$ cat config.mk
export PLATFORM = sky130hd
export DESIGN_NAME = anabellek_denetleyici_flat
export DESIGN_NICKNAME = d
export VERILOG_FILES = /design/src/rtl/anabellek_denetleyici_pkg.sv /design/src/rtl/anabellek_denetleyici_if.sv /design/src/rtl/anabellek_denetleyici_sayac.sv /design/src/rtl/anabellek_denetleyici.sv /design/src/flat_wrapper.sv
export SDC_FILE = /design/constraint.sdc
export NUM_CORES = 1
export LEC_CHECK = 0
export ABC_AREA = 1
export CAP_MARGIN = 25
export CORE_MARGIN = 4
export CORE_UTILIZATION = 50
export DETAILED_ROUTE_END_ITERATION = 8
export PLACE_DENSITY_LB_ADDON = 0.15
export SYNTH_ARGS = -nofsm -noshare
export SYNTH_HDL_FRONTEND = slang
export SYNTH_SLANG_ARGS = --single-unit
$ cat constraint.sdc
create_clock -name clk_i -period 5.21 [get_ports clk_i]
set_input_delay 0.7815 -clock clk_i [delete_from_list [all_inputs] [get_ports clk_i]]
set_output_delay 0.7815 -clock clk_i [all_outputs]
set_load 0.02 [all_outputs]
$ cat src/rtl/anabellek_denetleyici_pkg.sv
// Shared definitions for the main-memory controller: FSM state encodings
// and default bus widths used by the interfaces and the controller.
package anabellek_denetleyici_pkg;

  localparam int ADRES_BIT_VARSAYILAN = 32;
  localparam int VERI_BIT_VARSAYILAN  = 32;
  localparam int OBEK_BIT_VARSAYILAN  = 128;

  typedef enum logic [1:0] {
    BOSTA     = 2'd0,
    YAZ_VURUS = 2'd1,
    OKU_VURUS = 2'd2,
    TAMAM     = 2'd3
  } durum_t;

endpackage

$ cat src/rtl/anabellek_denetleyici_if.sv
// Bus bundles for the controller: the cache-miss request side and the
// word-wide external memory beat side. The cache (or bench) is master of
// the request bundle; the controller is master of the memory bundle.
interface anabellek_onbellek_if
  import anabellek_denetleyici_pkg::*;
#(
  parameter int ADRES_BIT = ADRES_BIT_VARSAYILAN,
  parameter int OBEK_BIT  = OBEK_BIT_VARSAYILAN
);
  logic                 istek;
  logic                 yaz;
  logic                 oku;
  logic [ADRES_BIT-1:0] adres;
  logic [OBEK_BIT-1:0]  kirli_obek;
  logic                 musait;
  logic                 hazir;
  logic [OBEK_BIT-1:0]  obek;

  modport master (output istek, yaz, oku, adres, kirli_obek,
                  input  musait, hazir, obek);
  modport slave  (input  istek, yaz, oku, adres, kirli_obek,
                  output musait, hazir, obek);
endinterface

interface anabellek_bellek_if
  import anabellek_denetleyici_pkg::*;
#(
  parameter int ADRES_BIT = ADRES_BIT_VARSAYILAN,
  parameter int VERI_BIT  = VERI_BIT_VARSAYILAN
);
  logic                 istek;
  logic                 yaz;
  logic [ADRES_BIT-1:0] adres;
  logic [VERI_BIT-1:0]  veri_yaz;
  logic [VERI_BIT-1:0]  veri_oku;
  logic                 gecerli;

  modport master (output istek, yaz, adres, veri_yaz,
                  input  veri_oku, gecerli);
  modport slave  (input  istek, yaz, adres, veri_yaz,
                  output veri_oku, gecerli);
endinterface

$ cat src/rtl/anabellek_denetleyici_sayac.sv
// anabellek_sayac: enabled up-counter that wraps naturally at 2^W and
// clears on synchronous reset. Used for the optional block statistics.
module anabellek_sayac #(
  parameter int W = 32
) (
  input  logic         clk_i,
  input  logic         rst_i,
  input  logic         en_i,
  output logic [W-1:0] deger_o
);

  logic [W-1:0] sayi_q, sayi_d;

  // Next count: step by one when enabled, otherwise hold.
  always_comb begin
    sayi_d = sayi_q;
    if (en_i) sayi_d = sayi_q + 1'b1;
  end

  // Count register.
  always_ff @(posedge clk_i) begin
    if (rst_i) sayi_q <= '0;
    else       sayi_q <= sayi_d;
  end

  assign deger_o = sayi_q;

endmodule

$ cat src/rtl/anabellek_denetleyici.sv
// anabellek_denetleyici: main-memory controller behind the data cache.
// A block request is split into word beats on the external bus, each beat
// held until acknowledged; completion is signalled with a one-cycle hazir.
// Optional macro ANABELLEK_SAYAC_EN adds completed read/write block counters.
module anabellek_denetleyici
  import anabellek_denetleyici_pkg::*;
#(
  parameter int ADRES_BIT = ADRES_BIT_VARSAYILAN,
  parameter int VERI_BIT  = VERI_BIT_VARSAYILAN,
  parameter int OBEK_BIT  = OBEK_BIT_VARSAYILAN
) (
  input  logic                    clk_i,
  input  logic                    rst_i,
  anabellek_onbellek_if.slave     onb,
  anabellek_bellek_if.master      bel
`ifdef ANABELLEK_SAYAC_EN
  ,
  output logic [31:0]             anabellek_oku_sayisi_o,
  output logic [31:0]             anabellek_yaz_sayisi_o
`endif
);

  localparam int VURUS_SAYISI = OBEK_BIT / VERI_BIT;
  localparam int SAYAC_BIT    = (VURUS_SAYISI > 1) ? $clog2(VURUS_SAYISI) : 1;
  localparam int KELIME_KAYMA = $clog2(VERI_BIT / 8);
  localparam logic [ADRES_BIT-1:0] HIZA_MASKE = ADRES_BIT'((OBEK_BIT / 8) - 1);
  localparam logic [SAYAC_BIT-1:0] SON_VURUS  = SAYAC_BIT'(VURUS_SAYISI - 1);

  durum_t               durum_q, durum_d;
  logic [SAYAC_BIT-1:0] vurus_q, vurus_d;
  logic [ADRES_BIT-1:0] taban_q, taban_d;
  logic [OBEK_BIT-1:0]  kirli_q, kirli_d;
  logic [OBEK_BIT-1:0]  okunan_q, okunan_d;
  logic [OBEK_BIT-1:0]  obek_q, obek_d;
  logic                 musait;
  logic                 kabul;
  logic                 aktarim;

  assign musait  = (durum_q == BOSTA) || (durum_q == TAMAM);
  assign aktarim = (durum_q == YAZ_VURUS) || (durum_q == OKU_VURUS);
  // A request that names neither direction is dropped rather than accepted.
  assign kabul   = onb.istek && musait && (onb.yaz || onb.oku);

  // Next-state and datapath update: accept in BOSTA/TAMAM, step beats on ack.
  always_comb begin
    durum_d  = durum_q;
    vurus_d  = vurus_q;
    taban_d  = taban_q;
    kirli_d  = kirli_q;
    okunan_d = okunan_q;
    obek_d   = obek_q;
    case (durum_q)
      YAZ_VURUS, OKU_VURUS: begin
        if (bel.gecerli) begin
          if (durum_q == OKU_VURUS)
            okunan_d[int'(vurus_q)*VERI_BIT +: VERI_BIT] = bel.veri_oku;
          if (vurus_q == SON_VURUS) begin
            durum_d = TAMAM;
            // Publish the whole block at once so obek stays stable between reads.
            if (durum_q == OKU_VURUS) obek_d = okunan_d;
          end else begin
            vurus_d = vurus_q + 1'b1;
          end
        end
      end
      default: begin
        durum_d = BOSTA;
        if (kabul) begin
          taban_d = onb.adres & ~HIZA_MASKE;
          kirli_d = onb.kirli_obek;
          vurus_d = '0;
          // Write-back takes priority when both directions are requested.
          durum_d = onb.yaz ? YAZ_VURUS : OKU_VURUS;
        end
      end
    endcase
  end

  // Control registers and the visible read block, cleared by reset.
  always_ff @(posedge clk_i) begin
    if (rst_i) begin
      durum_q <= BOSTA;
      vurus_q <= '0;
      obek_q  <= '0;
    end else begin
      durum_q <= durum_d;
      vurus_q <= vurus_d;
      obek_q  <= obek_d;
    end
  end

  // Working data registers; only meaningful while a transfer is in flight.
  always_ff @(posedge clk_i) begin
    taban_q  <= taban_d;
    kirli_q  <= kirli_d;
    okunan_q <= okunan_d;
  end

  // Bus outputs: address and write data are forced to zero outside beats.
  always_comb begin
    onb.musait   = musait;
    onb.hazir    = (durum_q == TAMAM);
    onb.obek     = obek_q;
    bel.istek    = aktarim;
    bel.yaz      = (durum_q == YAZ_VURUS);
    bel.adres    = '0;
    bel.veri_yaz = '0;
    if (aktarim)
      bel.adres = taban_q + (ADRES_BIT'(vurus_q) << KELIME_KAYMA);
    if (durum_q == YAZ_VURUS)
      bel.veri_yaz = kirli_q[int'(vurus_q)*VERI_BIT +: VERI_BIT];
  end

`ifdef ANABELLEK_SAYAC_EN
  logic son_oku_q, son_oku_d;

  // Remember the direction of the accepted request for the hazir cycle.
  always_comb begin
    son_oku_d = son_oku_q;
    if (kabul) son_oku_d = !onb.yaz;
  end

  // Direction flag register.
  always_ff @(posedge clk_i) begin
    if (rst_i) son_oku_q <= 1'b0;
    else       son_oku_q <= son_oku_d;
  end

  anabellek_sayac #(.W(32)) u_oku_sayac (
    .clk_i   (clk_i),
    .rst_i   (rst_i),
    .en_i    ((durum_q == TAMAM) && son_oku_q),
    .deger_o (anabellek_oku_sayisi_o)
  );

  anabellek_sayac #(.W(32)) u_yaz_sayac (
    .clk_i   (clk_i),
    .rst_i   (rst_i),
    .en_i    ((durum_q == TAMAM) && !son_oku_q),
    .deger_o (anabellek_yaz_sayisi_o)
  );
`endif

endmodule
$ cat src/flat_wrapper.sv
// flat-port wrapper written by rule: the top's interface ports become plain ports
module anabellek_denetleyici_flat import anabellek_denetleyici_pkg::*;
#(
  parameter int ADRES_BIT = ADRES_BIT_VARSAYILAN,
  parameter int VERI_BIT  = VERI_BIT_VARSAYILAN,
  parameter int OBEK_BIT  = OBEK_BIT_VARSAYILAN
)
  (clk_i, rst_i, onb_istek, onb_yaz, onb_oku, onb_adres, onb_kirli_obek, onb_musait, onb_hazir, onb_obek, bel_istek, bel_yaz, bel_adres, bel_veri_yaz, bel_veri_oku, bel_gecerli);
  anabellek_onbellek_if #(.ADRES_BIT(ADRES_BIT), .OBEK_BIT(OBEK_BIT)) onb_i ();
  anabellek_bellek_if #(.ADRES_BIT(ADRES_BIT), .VERI_BIT(VERI_BIT)) bel_i ();
  input  logic clk_i;
  input  logic rst_i;
  input wire logic [$bits(onb_i.istek)-1:0] onb_istek;
  input wire logic [$bits(onb_i.yaz)-1:0] onb_yaz;
  input wire logic [$bits(onb_i.oku)-1:0] onb_oku;
  input wire logic [$bits(onb_i.adres)-1:0] onb_adres;
  input wire logic [$bits(onb_i.kirli_obek)-1:0] onb_kirli_obek;
  output wire logic [$bits(onb_i.musait)-1:0] onb_musait;
  output wire logic [$bits(onb_i.hazir)-1:0] onb_hazir;
  output wire logic [$bits(onb_i.obek)-1:0] onb_obek;
  output wire logic [$bits(bel_i.istek)-1:0] bel_istek;
  output wire logic [$bits(bel_i.yaz)-1:0] bel_yaz;
  output wire logic [$bits(bel_i.adres)-1:0] bel_adres;
  output wire logic [$bits(bel_i.veri_yaz)-1:0] bel_veri_yaz;
  input wire logic [$bits(bel_i.veri_oku)-1:0] bel_veri_oku;
  input wire logic [$bits(bel_i.gecerli)-1:0] bel_gecerli;
  assign onb_i.istek = onb_istek;
  assign onb_i.yaz = onb_yaz;
  assign onb_i.oku = onb_oku;
  assign onb_i.adres = onb_adres;
  assign onb_i.kirli_obek = onb_kirli_obek;
  assign onb_musait = onb_i.musait;
  assign onb_hazir = onb_i.hazir;
  assign onb_obek = onb_i.obek;
  assign bel_istek = bel_i.istek;
  assign bel_yaz = bel_i.yaz;
  assign bel_adres = bel_i.adres;
  assign bel_veri_yaz = bel_i.veri_yaz;
  assign bel_i.veri_oku = bel_veri_oku;
  assign bel_i.gecerli = bel_gecerli;
  anabellek_denetleyici #(.ADRES_BIT(ADRES_BIT), .VERI_BIT(VERI_BIT), .OBEK_BIT(OBEK_BIT)) u_core (.clk_i(clk_i), .rst_i(rst_i), .onb(onb_i), .bel(bel_i));
endmodule
# Yosys cells after proc, flatten, opt, wreduce, memory -nomap -nowiden
# Index checks and enable logic that the tools add are counted.
dict set report classes {
  addsub 3
  mul 0
  div 0
  magnitude_cmp 0
  n_eq_ne 7
  n_shift 3
  muxes 13
  bitwise 1
  n_reduce_logical 13
}
# op n
set op_table {}
lappend op_table {{$bwmux 128} 1}
lappend op_table {{$mux 128} 1}
lappend op_table {{$shift 32x33->128 const A} 1}
lappend op_table {{$shiftx 128x8->32} 1}
lappend op_table {{$shiftx 32x33->128} 1}
lappend op_table {{$mux 32} 2}
lappend op_table {{$neg 7->33} 1}
lappend op_table {{$add 32x4->32} 1}
lappend op_table {{$mux 2} 9}
lappend op_table {{$eq 2x2->1 const B} 3}
lappend op_table {{$reduce_and 2->1} 3}
lappend op_table {{$ne 2x2->1 const B} 2}
lappend op_table {{$reduce_and 4->1} 1}
lappend op_table {{$logic_or 1x1->1} 3}
lappend op_table {{$reduce_and 3->1} 1}
lappend op_table {{$add 2x1->2 const B} 1}
lappend op_table {{$eq 2x1->1 const B} 1}
lappend op_table {{$logic_and 1x1->1} 2}
lappend op_table {{$logic_not 2->1} 1}
lappend op_table {{$ne 2x1->1 const B} 1}
lappend op_table {{$reduce_bool 2->1} 1}
lappend op_table {{$reduce_or 2->1} 1}
lappend op_table {{$not 1->1} 1}
dict set report word_totals {
  ff_bits 416
  latch_bits 0
  mem_bits_rw 0
  rom_bits 0
  input_bits 198
  output_inout_bits 196
  word_cells 46
  mem_count 0
}

# Logic depth before layout (Yosys ltp)
# Gate-level depths: netlist (run 1).
dict set report logic_depth {
  word_depth 6
  depth_mapped 13
  mapped_depth_nobuf 9
}

# Least setup slack after synthesis (run 1)
# No wires, ideal clock.
dict set report synth_path {
  path_kind {register to register}
  from {reg u_core.durum_q[0]}
  to {reg u_core.kirli_q[0], enable pin}
  setup_ns 0.509
  arrival_time_ns 4.149
  required_time_ns 4.701
  path_slack_ns 0.552
  path_stages_with_launch 8
  n_path_buf 1
  synth_period_minus_slack_ns 4.658
  path_cell_list {dfxtp_1 inv_1 ha_1 buf_2 nand2_1 inv_1 nand2_1 inv_1}
}
dict set report synth_between {
  elab_chain_len 5
  word_cells_on_any_way 10
  cone_classes {eq/ne (3); bitwise (1); reduce/logical (6)}
}
# element line
set synth_lines {}
lappend synth_lines {{from (decl)} anabellek_denetleyici.sv:29} ;# durum_t durum_q, durum_d;
lappend synth_lines {{from (signal assigned)} anabellek_denetleyici.sv:86} ;# durum_q <= durum_d;
lappend synth_lines {{$eq 2x2->1 / $logic_not 2->1 (equally long branches)} anabellek_denetleyici.sv:39} ;# assign musait = (durum_q == BOSTA) || (durum_q == TAMAM);
lappend synth_lines {{$logic_or 1x1->1 (*)} anabellek_denetleyici.sv:39}
lappend synth_lines {{named net onb_musait} flat_wrapper.sv:18} ;# output wire logic [$bits(onb_i.musait)-1:0] onb_musait;
lappend synth_lines {{$logic_and 1x1->1 (*) (2 in series)} anabellek_denetleyici.sv:42} ;# assign kabul = onb.istek && musait && (onb.yaz || onb.oku);
lappend synth_lines {{$reduce_and 2->1 (no line) (*)} n/a}
lappend synth_lines {{to (signal assigned)} anabellek_denetleyici.sv:95} ;# kirli_q <= kirli_d;
lappend synth_lines {{to (decl)} anabellek_denetleyici.sv:32} ;# logic [OBEK_BIT-1:0] kirli_q, kirli_d;
# The timed path passes the listed nets; every way through them passes the cells marked *.
# A chain may end at the register's enable or synchronous reset.

# Final worst setup path (run 1)
dict set report layout_path {
  from {reg u_core.vurus_q[1]}
  to {out bel_veri_yaz[18]}
}
dict set report layout_between {
  elab_chain_len 2
}
# element line
set layout_lines {}
lappend layout_lines {{from (decl)} anabellek_denetleyici.sv:30} ;# logic [SAYAC_BIT-1:0] vurus_q, vurus_d;
lappend layout_lines {{from (signal assigned)} anabellek_denetleyici.sv:87} ;# vurus_q <= vurus_d;
lappend layout_lines {{$shiftx 128x8->32} anabellek_denetleyici.sv:111} ;# bel.veri_yaz = kirli_q[int'(vurus_q)*VERI_BIT +: VERI_BIT];
lappend layout_lines {{$mux 32} anabellek_denetleyici.sv:110} ;# if (durum_q == YAZ_VURUS)
lappend layout_lines {{to (decl)} flat_wrapper.sv:24} ;# output wire logic [$bits(bel_i.veri_yaz)-1:0] bel_veri_yaz;
# Every way passes these cells.

==> metrics, run 1 <==
status=finished, final reports clean; critical path fanouts, max=35; internal power=roughly 6.6 mW; slack of the critical path=between 1000 and 1500 ps; Layout area overhead=32.5%; slew margin rel.=0.289; remaining global-route overflow=0; grt met2 use=0.426; Die W=around 200 um; core box area=34,700 um^2; Final Max Tran Viols=0; I/O Buffers=387; first-pass GRT wire length=74,100 um; Sw Ratio=0.274; Die ar.=slightly below 40,000 um^2; Vias per Instance=4.98; critical path arrival=slightly above 3000 ps; Final Setup Violations=0; fraction of layout cells with a size suffix above 1=0.0418; Reg clk slew, reported paths=60 ps; Final nets=2,538; post-synthesis cell area=17,700 um^2; Critical Path Start=u_core.vurus_q[1]; Root Driver=clkbuf_16; layer with the highest usage=met2; via count=14,100; clk_lat worst skew=560 ps; Initial DRT Pass Iterations=7; Seq/Total Area, Yosys=0.631; # IOs=394; Post-route DRC=0; chip height=196 um; postcts setup bufs=0; most common cell after layout, fill and taps aside=nand2_1; commonest cells after routing, fill and taps aside=490 x nand2_1, 386 x clkdlybuf4s50_1, 349 x inv_1, 284 x edfxtp_1, 208 x nor2_1; crit path kind=flip-flop to output pin; worst r2r src=u_core.vurus_q[0]; CTS Hold Bufs=0; Clock power frac=0.348; Power Density=around 390 nW/um^2; wire length per cell=17.1 um; Worst Max-Slew Pin Slew=1070 ps; yosys synthesis warning count=0; Critical Path RT=~4400 ps; CTS Buffer Depth=3; vias in the first global route=13,800; placer congestion estimate=0.874; Max Clk Rate=260 MHz; period utilization=0.738; Post-Route WL=48,200 um; TritonCTS clock tree=done; HP Start=u_core.durum_q[1]; Starting Density=0.510; H-tree depth=2; Worst Hold Class=flip-flop to flip-flop; final-report hold violation count=0; HPWL after DPL=32,400 um; Worst setup SP type=flip-flop; Worst VDD drop=0.305 mV; met1 Usage GRT=0.282; Starting DRT DRC Count=slightly above 1,000; # clock sinks=416; Final Instance Count excl. Fillers=2,823; Logic pwr share=0.191; clk_skew=around 14 ps; unrepaired setup endpoints after global routing=false; Max Cap Viol=0; largest net degree at the start of global routing=163; row count=68; Leakage=9.92 nW; antenna viol nets, final=0; Setup crit end kind=output pin; fin crit period=3850 ps; CTS buffer count=45; Seq pwr share=0.461; Global Route Usage Sum=0.242; switching pwr=2.49 mW; setup TNS=0 ps; Post-Place Worst Slack=around 2000 ps; Synth Instances=1,977; synth unique cells=22; met3 Usage GRT=0.0683; placed insts=2,736; initial antenna violation count=5; CTS resizes=0; FF+latch count, synth=416; Mean Syn Cell Area=roughly 8.9 um^2
## stage by stage
step / power (mW) / util / cell area [um^2] / hold WS [ps]
5_1_grt: 9.45 / 0.675 / 23400 / 553
6_report: 9.06 / 0.675 / 23400 / 528
3_5_place_dp: 5.95 / 0.631 / 21900 / 512
2_1_floorplan: 5.25 / - / 17700 / 475
3_3_place_gp: 5.90 / 0.631 / 21900 / 503
4_1_cts: 9.10 / 0.673 / 23400 / 524
## metal layers
| layer | share of wire | vias to the layer above |
|---|---|---|
| li1 | - | 6946 |
| met1 | 0.37 | 6502 |
| met2 | 0.50 | 511 |
| met3 | 0.086 | 105 |
| met4 | 0.036 | 8 |
| met5 | 0.00091 | - |
## worst max-delay path: stages (launching register included)
cell             delay [ps]
dfxtp_1                 360
buf_4                   410
clkinv_1                250
buf_4                   330
nor2_1                  160
o21ai_0                 100
a21oi_1                 180
clkdlybuf4s50_1         700
## cells by family after synthesis
| family | after synthesis | synth area share |
|---|---|---|
| AO/OA/AOI/OAI | 264 | 0.0750 |
| adder cells (fa/ha/maj) | 9 | 0.00636 |
| buffers and inverters | 457 | 0.100 |
| flip-flops | 416 | 0.631 |
| other | 1 | 0.000212 |
| AND/OR/NAND/NOR | 830 | 0.187 |
## cells in the mapped netlist, drive strengths merged
| master | instances | share of area |
|---|---|---|
| nand2 | 490 | 0.10 |
| inv | 352 | 0.075 |
| edfxtp | 284 | 0.48 |
| nor2 | 211 | 0.046 |
| a21oi | 163 | 0.046 |
| dfxtp | 132 | 0.15 |
| nand3 | 127 | 0.036 |
| o21ai | 98 | 0.028 |
| buf | 56 | 0.015 |
| clkbuf | 48 | 0.010 |
| ha | 9 | 0.0064 |
| a211oi | 2 | 0.00085 |
| nor3 | 2 | 0.0011 |
| a31oi | 1 | 0.00035 |
| clkinv | 1 | 0.00021 |
| conb | 1 | 0.00021 |
## power by group through the flow
stage / clock network (mW) / registers [mW] / logic, mW
final: 3.15 / 4.18 / 1.73
after global routing: 3.33 / 4.21 / 1.91
after CTS: 3.21 / 4.18 / 1.72
after detailed placement: 0 / 4.25 / 1.70
after global placement: 0 / 4.23 / 1.67
after floorplan: 0 / 4.26 / 0.995
## registers in the layout, summed over array words and instances, names as in the netlist
| signal | cells |
|---|---|
| u_core.taban_q | 28 |
| u_core.kirli_q | 128 |
| u_core.vurus_q | 2 |
| u_core.durum_q | 2 |
| u_core.onb.obek | 128 |
| u_core.okunan_q | 128 |
## path summary, 6_finish.rpt
| kind | end | slack [ps] | cells past startpoint |
|---|---|---|---|
| worst max-delay path | bel_veri_yaz[18] | 1360 | 7 |
| worst max register to register | u_core.onb.obek[69] | 2180 | 9 |
| worst min register to register | u_core.durum_q[1] | 530 | 2 |
| worst min-delay path | u_core.durum_q[1] | 530 | 2 |
## area by class of cell
class | count | area (um^2)
Inverter | 353 | 1330
Fill cell | 2754 | 11300
Sequential cell | 416 | 11200
Antenna cell | 1 | 2.50
Timing Repair Buffer | 410 | 4120
Clock buffer | 64 | 1300
Multi-Input combinational cell | 1105 | 4780
Clock inverter | 19 | 166
Tap cell | 455 | 569
Note: power is estimated with default switching activity, not from simulation.
==> inputs of run 2 (changes only) <==
--- a/config.mk
+++ b/config.mk
@@ -8,7 +8,7 @@
 export ABC_AREA = 1
 export CAP_MARGIN = 25
 export CORE_MARGIN = 4
-export CORE_UTILIZATION = 50
+export CORE_UTILIZATION = 46
 export DETAILED_ROUTE_END_ITERATION = 8
 export PLACE_DENSITY_LB_ADDON = 0.15
 export SYNTH_ARGS = -nofsm -noshare
==> constraint.sdc (replaced) <==
create_clock -name clk_i -period 3.2 [get_ports clk_i]
set_input_delay 0.48 -clock clk_i [delete_from_list [all_inputs] [get_ports clk_i]]
set_output_delay 0.48 -clock clk_i [all_outputs]
set_load 0.02 [all_outputs]
==> metrics, run 2 (synthesis gave the netlist of run 1 again) <==
Final Setup Violations=0; unrepaired setup endpoints after global routing=false; initial antenna violation count=4; critical path's largest stage delay=roughly 740 ps; postcts setup bufs=0; via count=14,100; Die ar.=41,700 um^2; vias in the first global route=between 10,000 and 15,000; Cell Area, Placed=22,100 um^2; placer congestion estimate=between 0.8 and 0.9; Worst Max-Slew Pin Slew=862 ps; Die W=204 um; # IOs=between 300 and 400; most common cell after layout, fill and taps aside=nand2_1; Worst Hold Class=input pin to flip-flop; HPWL after DPL=around 34,000 um; Reg clk slew, reported paths=about 60 ps; crit path max-delay cell type=clkdlybuf4s50_1; Leakage=9.88 nW; Global Route Usage Sum=0.236; period utilization=0.941; Vias per Instance=4.87; Final Cell Area=23,500 um^2; final-report hold violation count=0; Root Driver=clkbuf_16; Worst VDD drop=0.494 mV; first-pass GRT wire length=76,700 um; Power Density=616 nW/um^2; Worst setup SP type=flip-flop; Crit path top cell by count=nor2_1; chip height=about 200 um; row count=71; critical path fanouts, max=22; cells along the critical path=buf_4 > nor2_1 > nor2_1 > o21ai_0 > a21oi_1 > clkdlybuf4s50_1; fin crit period=between 3000 and 4000 ps; slew margin rel.=0.425; CTS Buffer Depth=3; Layout area overhead=33.0%; Critical Path RT=2720 ps; critical path arrival=2530 ps; fraction of layout cells with a size suffix above 1=0.0498; post-layout util=0.622; Max Cap Viol=0; Post-route DRC=0; H-tree depth=2; reg2reg setup slack=790 ps; Max Clk Rate=332 MHz; TritonCTS clock tree=done; clk_lat worst skew=580 ps; Final nets=2,542; Final Max Tran Viols=0; Setup crit end kind=output pin; remaining global-route overflow=0; wire length per cell=17.4 um; Starting DRT DRC Count=861; largest net degree at the start of global routing=157; Post-Route WL=roughly 50,000 um; status=finished, final reports clean; core box area=around 38,000 um^2; # clock sinks=416; Post-Place Worst Slack=694 ps; Initial DRT Pass Iterations=7; slack of the critical path=190 ps; antenna viol nets, final=0; commonest cells after routing, fill and taps aside=489 x nand2_1, 386 x clkdlybuf4s50_1, 348 x inv_1, 284 x edfxtp_1, 208 x nor2_1; Starting Density=0.468; I/O Buffers=387; clk_skew=21.3 ps; hold slack=between 400 and 500 ps; crit path kind=flip-flop to output pin; CTS buffer count=45
## run 2: changes by cell type in the layout (fill, tap and decap cells not counted), moves of 4 or more
cell | before | now
clkbuf_1 | 12 | 21
clkinv_2 | 9 | 5
a21oi_1 | 163 | 147
a21oi_2 | 0 | 16
## run 2: repair_timing
item / 4_1_cts / 5_1_grt
hold buffers: 0 / 0
resized for setup: 0 / 1
setup endpoints to repair: 0 / 2
## run 2: critical path: cells and delay by family, from the launching register on
| kind | cells | cell delay [ps] |
|---|---|---|
| buffers and inverters | 2 | 1070 |
| AOI/OAI and AO/OA | 2 | 240 |
| and+or+nand+nor | 2 | 160 |
| DFF | 1 | 500 |
## run 2: area by class of cell
type	count	area (um^2)
Clock inverter	11	61.3
Timing Repair Buffer	414	4160
Tap cell	511	639
Fill cell	3276	14300
Antenna cell	1	2.50
Inverter	353	1330
Sequential cell	416	11200
Multi-Input combinational cell	1105	4850
Clock buffer	72	1310
## run 2: path summary, 6_finish.rpt
kind / from / to / cells after the start
setup reg to reg: u_core.vurus_q[0] / u_core.onb.obek[90] / 8
hold / removal: onb_kirli_obek[6] / u_core.kirli_q[6] / 1
hold reg to reg: u_core.durum_q[0] / u_core.durum_q[0] / 2
setup / recovery: u_core.vurus_q[0] / bel_veri_yaz[1] / 6
## run 2: report_power, final
part	switching [mW]	internal, mW	leakage (nW)
combinational	1.83	0.992	5.50
sequential	0.161	6.65	3.71
clock	2.08	2.80	0.666
## run 2: metrics by stage
step / instances / total power, mW / TNS [ps]
2_1_floorplan: 1978 / 8.56 / -129290
3_3_place_gp: 2798 / 9.68 / 0
3_5_place_dp: 2798 / 9.75 / 0
4_1_cts: 2881 / 14.7 / 0
5_1_grt: 2883 / 15.2 / 0
6_report: 2883 / 14.5 / 0
## run 2: routing by layer
| metal | routed length [um] | part of all wire | track usage | vias up |
|---|---|---|---|---|
| met5 | 33 | 0.00066 | 0 | - |
| li1 | - | - | - | 6966 |
| met1 | 19200 | 0.38 | 0.280 | 6456 |
| met3 | 4350 | 0.087 | 0.0679 | 103 |
| met4 | 1920 | 0.038 | 0.0945 | 6 |
| met2 | 24700 | 0.49 | 0.404 | 519 |
==> inputs of run 3 (changes only) <==
--- a/config.mk
+++ b/config.mk
@@ -7,7 +7,7 @@
 export LEC_CHECK = 0
 export ABC_AREA = 1
 export CAP_MARGIN = 25
-export CORE_MARGIN = 4
+export CORE_MARGIN = 5
 export CORE_UTILIZATION = 46
 export DETAILED_ROUTE_END_ITERATION = 8
 export PLACE_DENSITY_LB_ADDON = 0.15
==> metrics, run 3 (synthesis gave the netlist of run 1 again) <==
Die ar.=42,500 um^2; CTS Buffer Depth=3; row count=between 70 and 80; Max Clk Rate=336 MHz; Starting DRT DRC Count=920; HP Start=onb_kirli_obek[89]; Final Setup Violations=0; TritonCTS clock tree=done; critical path's largest stage delay=650 ps; Worst setup SP type=flip-flop; I/O Buffers=387; worst reg-to-reg path cell count=8; Design Power=14.4 mW; initial antenna violation count=2; core box area=37,800 um^2; unrepaired setup endpoints after global routing=false; crit path kind=flip-flop to output pin; Final Max Tran Viols=0; Max Cap Viol=0; clk_lat worst skew=around 560 ps; commonest cells after routing, fill and taps aside=489 x nand2_1, 386 x clkdlybuf4s50_1, 348 x inv_1, 284 x edfxtp_1, 208 x nor2_1; # clock sinks=416; Critical Path RT=between 2000 and 3000 ps; placer congestion estimate=~0.84; H-tree depth=2; Worst VDD drop=0.538 mV; # IOs=slightly below 400; Starting Density=0.468; Initial DRT Pass Iterations=7; fin crit period=2980 ps; clk_skew=between 15 and 20 ps; first-pass GRT wire length=76,200 um; slack of the critical path=roughly 220 ps; critical path arrival=2500 ps; CTS Hold Bufs=0; reg2reg setup slack=770 ps; Vias per Instance=around 4.9; Post-Route WL=50,000 um; antenna viol nets, final=0; Worst Max-Slew Pin Slew=844 ps; Global Route Usage Sum=0.231; CTS buffer count=45; vias in the first global route=13,800; Setup crit end kind=output pin; Post-Place Worst Slack=483 ps; worst r2r src=u_core.vurus_q[0]; Die W=approximately 210 um; Cells on Worst Hold Path=1; most common cell after layout, fill and taps aside=nand2_1; Final nets=approximately 2,500; cells along the critical path=inv_4 > buf_4 > o21ai_0 > a21oi_1 > clkdlybuf4s50_1; Layout area overhead=32.9%; fraction of layout cells with a size suffix above 1=0.0485; Reg clk slew, reported paths=60 ps; Root Driver=clkbuf_16; largest net degree at the start of global routing=163; Post-route DRC=0; via count=14,000; Hold Path End=u_core.kirli_q[89]; final-report hold violation count=0; wire length per cell=17.4 um; Leakage=9.87 nW; status=finished, final reports clean; slew margin rel.=0.437; HPWL after DPL=around 34,000 um; R2R Path End=u_core.onb.obek[92]; remaining global-route overflow=0; Power Density=roughly 610 nW/um^2; chip height=slightly above 200 um; period utilization=0.930; Worst Hold Class=input pin to flip-flop; crit path max-delay cell type=clkdlybuf4s50_1; critical path fanouts, max=22
==> run 3: worst max-delay path by stage <==
stage	from	to	slack (ps)	depth (start not counted)
after floorplan	u_core.durum_q[0]	u_core.onb.obek[66]	-570	11
after global placement	u_core.vurus_q[0]	bel_veri_yaz[19]	470	6
after detailed placement	u_core.vurus_q[0]	u_core.onb.obek[32]	480	10
after CTS	u_core.vurus_q[0]	bel_veri_yaz[19]	2	6
after global routing	u_core.vurus_q[0]	bel_veri_yaz[19]	50	6
final	u_core.vurus_q[0]	bel_veri_yaz[19]	220	5
==> run 3: stage by stage <==
step	instance area, um^2	utilization	hold WS [ps]	TNS [ps]	instances
after floorplan	17900	-	480	-129290	1978
after global placement	22200	0.585	498	0	2800
after detailed placement	22200	0.585	507	0	2800
after CTS	23500	0.621	440	0	2880
after global routing	23500	0.621	451	0	2882
final	23500	0.622	479	0	2883
==> run 3: repair_timing <==
action | 4_1_cts | 5_1_grt
resized for setup | 3 | 1
buffers inserted | 0 | 1
setup endpoints to repair | 19 | 8
==> run 3: where the power goes <==
group          internal [mW]  switching [mW]  leakage [nW]
logic                   1.00            1.83          5.51
clock network           2.76            2.03         0.650
registers               6.65           0.163          3.71
total                   10.4            4.02          9.87
==> run 3: layer usage <==
layer | vias up | wire [um] | GRT usage
li1 | 6962 | - | -
met1 | 6487 | 19000 | 0.279
met2 | 504 | 25500 | 0.407
met3 | 71 | 4590 | 0.0676
met4 | 2 | 990 | 0.0596
met5 | - | 13 | 0
==> run 3: area by class of cell <==
cell class / count / area (um^2)
clock inverter: 15 / 93.8
fill: 3275 / 14300
antenna: 2 / 5.00
inverter: 353 / 1330
clock buffer: 65 / 1240
tap: 511 / 639
sequential: 416 / 11200
multi-input combinational: 1105 / 4850
timing repair buffer: 416 / 4180
==> run 3: critical path, delay by kind of cell, from the launching register on <==
family | cells | cell delay [ps]
buffers and inverters | 3 | 1170
AO/OA/AOI/OAI | 2 | 330
flip-flops | 1 | 430
